**src/rtl/sensor_counter_n.sv**
```systemverilog
// Debounced event counter with up/down terminal count,
// sticky done flag and a freezable display copy.
module sensor_counter_n #(
  parameter int WIDTH   = 5,
  parameter int TARGET  = 20,
  parameter int DEB_CYC = 2_500_000
) (
  input  logic             clk,
  input  logic             reset,
  input  logic             sensor,
  input  logic             start,
  input  logic             hold,
  input  logic             dir,
  output logic [WIDTH-1:0] count,
  output logic [WIDTH-1:0] disp,
  output logic             done,
  output logic             done_pulse
);

  localparam int DW = $clog2(DEB_CYC);
  localparam logic [DW-1:0] DEB_MAX = DW'(DEB_CYC - 1);
  localparam logic [WIDTH-1:0] TOP = WIDTH'(TARGET);

  typedef enum logic [1:0] {
    IDLE,
    RUN,
    DONE
  } state_t;

  logic          s_meta_q;
  logic          s_sync_q;
  logic [DW-1:0] deb_cnt_q;
  logic [DW-1:0] deb_cnt_d;
  logic          sens_db_q;
  logic          sens_db_d;
  logic          db_prev_q;
  logic          rise_q;

  state_t           state_q;
  logic [WIDTH-1:0] count_q;
  logic [WIDTH-1:0] disp_q;
  logic             done_q;
  logic             done_pulse_q;

  logic [WIDTH-1:0] preset;
  logic [WIDTH-1:0] end_val;
  logic [WIDTH-1:0] step;

  // Level is accepted only after DEB_CYC consecutive mismatching cycles.
  always_comb begin
    deb_cnt_d = deb_cnt_q;
    sens_db_d = sens_db_q;
    if (s_sync_q == sens_db_q) begin
      deb_cnt_d = '0;
    end else if (deb_cnt_q == DEB_MAX) begin
      deb_cnt_d = '0;
      sens_db_d = s_sync_q;
    end else begin
      deb_cnt_d = deb_cnt_q + 1'b1;
    end
  end

  always_ff @(posedge clk or posedge reset) begin
    if (reset) begin
      s_meta_q  <= 1'b0;
      s_sync_q  <= 1'b0;
      deb_cnt_q <= '0;
      sens_db_q <= 1'b0;
      db_prev_q <= 1'b0;
      rise_q    <= 1'b0;
    end else begin
      s_meta_q  <= sensor;
      s_sync_q  <= s_meta_q;
      deb_cnt_q <= deb_cnt_d;
      sens_db_q <= sens_db_d;
      db_prev_q <= sens_db_q;
      rise_q    <= sens_db_q & ~db_prev_q;
    end
  end

  always_comb begin
    preset  = dir ? TOP : '0;
    end_val = dir ? '0 : TOP;
    step    = count_q;
    if (dir) begin
      if (count_q != '0) step = count_q - 1'b1;
    end else begin
      if (count_q < TOP) step = count_q + 1'b1;
    end
  end

  always_ff @(posedge clk or posedge reset) begin
    if (reset) begin
      state_q      <= IDLE;
      count_q      <= '0;
      disp_q       <= '0;
      done_q       <= 1'b0;
      done_pulse_q <= 1'b0;
    end else begin
      done_pulse_q <= 1'b0;
      if (!hold) disp_q <= count_q;
      unique case (state_q)
        IDLE: begin
          count_q <= preset;
          done_q  <= 1'b0;
          if (start) state_q <= RUN;
        end
        RUN: begin
          if (!start) begin
            state_q <= IDLE;
            count_q <= preset;
            done_q  <= 1'b0;
          end else if (rise_q) begin
            count_q <= step;
            if (step == end_val) begin
              state_q      <= DONE;
              done_q       <= 1'b1;
              done_pulse_q <= 1'b1;
            end
          end
        end
        DONE: begin
          if (!start) begin
            state_q <= IDLE;
            count_q <= preset;
            done_q  <= 1'b0;
          end
        end
        default: state_q <= IDLE;
      endcase
    end
  end

  assign count      = count_q;
  assign disp       = disp_q;
  assign done       = done_q;
  assign done_pulse = done_pulse_q;

endmodule

```
**config.mk**
```make
export PLATFORM = sky130hd
export DESIGN_NAME = sensor_counter_n
export DESIGN_NICKNAME = d
export VERILOG_FILES = /design/src/rtl/sensor_counter_n.sv
export SDC_FILE = /design/constraint.sdc
export NUM_CORES = 1
export LEC_CHECK = 0
export ABC_AREA = 1
export CORE_MARGIN = 8
export CORE_UTILIZATION = 32
export CTS_CLUSTER_DIAMETER = 100
export DETAILED_ROUTE_END_ITERATION = 6
export GPL_TIMING_DRIVEN = 0
export PLACE_DENSITY_LB_ADDON = 0.3
export SLEW_MARGIN = 10
export SYNTH_ARGS = -nofsm -noshare
export SYNTH_HDL_FRONTEND = slang
export SYNTH_SLANG_ARGS = --single-unit
```
**constraint.sdc**
```tcl
create_clock -name clk -period 3.5 [get_ports clk]
set_input_delay 0.7 -clock clk [delete_from_list [all_inputs] [get_ports clk]]
set_output_delay 0.7 -clock clk [all_outputs]
set_load 0.02 [all_outputs]
```
== Word level (Yosys, flattened, before mapping) ==
Index checks and enable logic that the tools add are counted.

* Bitwise logic cells: 3
* Add/sub/neg operators: 3
* Reductions and logical operators: 7
* Equal/unequal tests: 9
* Muxes and demuxes: 26
* $lt $le $gt $ge: 1

{| class="wikitable"
|+ Operators by type and width
! cell !! number
|-
| 22-bit 2-to-1 mux || 2
|-
| 5-bit 2-to-1 mux || 8
|-
| 22-bit by 1-bit adder with 22-bit output, second input constant || 1
|-
| 22-bit == test, second input constant || 1
|-
| 5-bit case mux with 3 select lines || 1
|-
| 2-bit 2-to-1 mux || 5
|-
| 1-bit 2-to-1 mux || 8
|-
| 4-bit AND reduction || 2
|-
| 3-bit != test, second input constant || 2
|-
| 2-bit case mux with 3 select lines || 1
|-
| 5-bit by 1-bit adder with 5-bit output, second input constant || 1
|-
| 5-bit == test || 1
|-
| 5-bit < comparator, second input constant || 1
|-
| 5-bit nonzero test || 1
|-
| 5-bit by 1-bit subtractor with 5-bit output, second input constant || 1
|-
| 2-bit != test, second input constant || 2
|-
| 1-bit case mux with 3 select lines || 1
|-
| 3-bit AND reduction || 1
|-
| 3-bit nonzero test || 1
|-
| 2-bit by 1-bit == test with 1-bit output, second input constant || 1
|-
| 2-bit == test, second input constant || 1
|-
| 2-bit logical NOT || 1
|-
| 1-bit NOT || 2
|-
| 2-bit AND reduction || 1
|-
| 2 further kinds || 2
|}

* Logic and storage cells: 60
* Bits in registers: 41
* Output and inout bits: 12

== Depth between registers and ports, before layout ==
* Word-level depth: 8
* Mapped depth: 11

== Worst setup path before layout ==
No wires, ideal clock.

* Kind: reg2reg
* From: reg count_q[0] (netlist: count[0])
* To: reg done_q (netlist: done)
* Data arrival time: 1.461 ns
* Stages on the path, launching flop included: 9
* Path buffers: 0
* Period minus slack after synthesis: 1.580 ns
* Data required time: 3.382 ns
* Setup slack: 1.920 ns
* Library setup time: 0.118 ns
* Cells stage by stage: dfrtp_1 -> inv_1 -> ha_1 -> nand3_2 -> nand2_2 -> o21ai_0 -> nor2_1 -> nand3_2 -> nand2_1

* Longest elaborated chain between the ends: 6
* Elaborated cells between the ends (all ways): 10
* Classes of those cells: add/sub: 2; order compare: 1; eq/ne: 2; mux: 3; reduce/logical: 2

{| class="wikitable"
|+ Ends and longest elaborated chain
! item !! line !! source
|-
| from (decl) || 40 || <nowiki>logic [WIDTH-1:0] count_q;</nowiki>
|-
| from (signal assigned) || 104 || <nowiki>count_q <= preset;</nowiki>
|-
| from (signal assigned) || 111 || <nowiki>count_q <= preset;</nowiki>
|-
| from (signal assigned) || 114 || <nowiki>count_q <= step;</nowiki>
|-
| 5-bit by 1-bit adder with 5-bit output, or another cell as far along || 88 || <nowiki>if (count_q < TOP) step = count_q + 1'b1;</nowiki>
|-
| 5-bit 2-to-1 mux, on equally long branches || 88, 86 ||
|-
| 5-bit 2-to-1 mux (*) || 85 || <nowiki>if (dir) begin</nowiki>
|-
| 5-bit == test (*) || 115 || <nowiki>if (step == end_val) begin</nowiki>
|-
| 3-bit != test (no line) (*) || -- ||
|-
| 4-bit AND reduction (no line) (*) || -- ||
|-
| to (signal assigned) || 112 || <nowiki>done_q <= 1'b0;</nowiki>
|-
| to (signal assigned) || 117 || <nowiki>done_q <= 1'b1;</nowiki>
|-
| to (signal assigned) || 126 || <nowiki>done_q <= 1'b0;</nowiki>
|-
| to (decl) || 42 || <nowiki>logic done_q;</nowiki>
|}

Mark *: on every way between the ends. The rest lies on a longest branch, timed or not.
A chain may end at the register's enable or synchronous reset.

== Final worst setup path ==
* From: reg count_q[3] (netlist: count[3])
* To: out count[3]

{| class="wikitable"
|+ RTL lines
! item !! line !! source
|-
| to (decl) || 14 || <nowiki>output logic [WIDTH-1:0] count,</nowiki>
|}

No word-level cell between the ends.

==> out/metrics.cfg <==
[sta]
finalHoldViolCount = 0
worst_pin_slew_ps = 537
period_minus_slack_ps = 2150
setup_ws_ps = 1350
clock.fmax_mhz = 465
finalSetupTns_ps = 0
finalSetupViolCount = 0
period_share_pct = 61.5
rsz0062_at_grt = no
drv_slew = 0
maxSlewHeadroom_pct = 64.2
skew_ps = 7.87

[logic_synthesis]
synth.top_cell.area_share_pct = 44.2
synth_edf_count = 0
synth_cells = 311
netlist_area_sq_um = 2320
yosys_warnings = 0
synth_area_leaders = dfrtp_1 (44%), nand2_1 (12%), nor2_1 (8.1%)
yosys.area.top_type = dfrtp_1
netlist_top_cells_count = nand2_1 (77), nor2_1 (50), inv_1 (43), dfrtp_1 (41), nand3_1 (26)
yosysMostFrequentCell = nand2_1
async_flop_share_pct = 100
synth-seq-area-share_pct = 44.2
synth_seq_cells = 41
ys.flop_type = dfrtp_1
syn_nets = 320
synth.distinct_cells = 27
synth_area_per_cell_sq_um = 7.46

[final_layout]
area_growth_pct = 16.8
final_layout_size_suffix_gt1_share_pct = 7.44
layout.nets = 344
diodes = 0
final_util_pct = 38.0
nFillCells = 763
fin_area_sq_um = 2710

[global_route]
grt_max_degree = 36
grt_pass1_wl_um = 8560
grt_use_total_pct = 10.7
grt-ovfl-total = 0
antenna_found_initial = 0
grt_pass1_vias = 1878

[placement]
gp_congestion = 0.887
postPlaceCellArea_sq_um = 2630
hpwl_um = 3880
portBuffers = 16
pre_cts_ws_ps = 1360

[cts]
cts_tree = yes
clock-root-buffer = clkbuf_8
htree_levels = 2
postCtsSetupRepairBufs = 0
clock_sinks = 41
hold_buffers = 0
clkSlewWorstSetupHoldPaths_ps = 80
insertion_delay_ps = 300
cts_buffers = 5
cts_resized = 0
clock_path_buffers = 2

[worst_setup_path]
crit_family = buffers and inverters
start_kind = register
crit_buf_inv = 1
cp_slowest_cell = clkdlybuf4s50_1
end_kind = primary output
path_cells = clkdlybuf4s50_1
cp_data_required_time_ps = 2800
path_max_fanout = 7
worstPathArrival_ps = 1450
critical_path_class = register to primary output
slowest_delay_ps = 660

[route]
drt_iter0_markers = 77
first_pass_iters = 4
routed_wl_um = 5030
vias = 1992
ant_nets = 0
vias_per_cell = 4.58
drt-wirelength-per-cell_um = 11.6
drc = 0

[power]
p_leak_nw = 1.23
powerDensity_nw_per_um2 = 333
total_power_mw = 0.903
vdd_drop_max_v = 0.000189

[min_path]
hold_class = register to register

[floorplan]
coreArea_sq_um = 7140
start_util_pct = 32.5
rows = 31
die_w_um = 101
dieArea_sq_um = 10200
pin_count = 18
die_h_um = 101

[run_status]
status = complete, no violations

[job]
drv_cap = 0

metal layers:
metal | track usage, % | part of all wire, % | vias to the layer above
met2 | 17.1 | 46 | 36
met1 | 12.9 | 47 | 916
li1 | - | - | 1029
met5 | 0 | 0 | -
met3 | 2.82 | 4.7 | 11
met4 | 5.27 | 2.4 | 0
where the power goes:
part           switching, mW  internal, mW  leakage, nW
clock                  0.169         0.138       0.0439
sequential           0.00789         0.483        0.555
combinational         0.0662        0.0393        0.634
per-stage QoR:
| stage | hold WS [ps] | cells |
|---|---|---|
| finish | 361 | 435 |
| global route | 371 | 435 |
| CTS | 362 | 435 |
| detailed placement | 338 | 427 |
| global placement | 336 | 426 |
| floorplan | 331 | 311 |
path summary, 6_finish.rpt:
check                              from           end  slack, ps  cells after the start
setup / recovery               count[3]      count[3]       1350                      1
hold / removal                 s_meta_q      s_sync_q        360                      0
setup reg to reg           deb_cnt_q[0]  deb_cnt_q[8]       1720                      8
hold reg to reg                s_meta_q      s_sync_q        360                      0
max in group asynchronous         reset      count[4]       2470                      3
min in group asynchronous         reset       disp[3]        610                      2
flip-flops by register name (all words and copies together) (netlist names):
name / count
done: 1
state_q: 2
deb_cnt_q: 22
count: 5
s_sync_q: 1
s_meta_q: 1
sens_db_q: 1
done_pulse: 1
disp: 5
db_prev_q: 1
rise_q: 1
cell usage in the layout, fill, tap and decap left out, types with 2 or more instances in the layout:
master,instances
nand4_1,10
nand2_2,3
clkbuf_1,2
nor2_4,3
nand2_1,77
xor2_1,11
nor3_1,7
nand3_2,3
inv_1,42
nor2_1,50
a22oi_1,2
nand3_1,26
clkinv_2,2
ha_1,3
clkdlybuf4s50_1,16
a21oi_1,6
dfrtp_1,41
clkbuf_8,5
o21ai_0,13
cell type report:
cell class                      instances  area (sq um)  share of cell area [%]
Multi-Input combinational cell        223          1110                    40.9
Sequential cell                        41          1030                    37.8
Timing Repair Buffer                   17           180                    6.65
Inverter                               43           161                    5.95
Tap cell                               99           124                    4.57
Clock buffer                            5          68.8                    2.54
Buffer                                  4          23.8                   0.877
Clock inverter                          3          17.5                   0.646
logic make-up (layout without fill, tap and decap cells):
logic type | after synthesis | after routing | synth area share, %
AOI/OAI and AO/OA | 23 | 23 | 5.34
xor gates and xnor gates | 12 | 12 | 4.53
adders and majority gates | 3 | 3 | 1.62
buffers and inverters | 47 | 72 | 7.98
DFF | 41 | 41 | 44.2
and+or+nand+nor | 185 | 185 | 36.3
No activity file was read; power rests on OpenSTA's default activity.
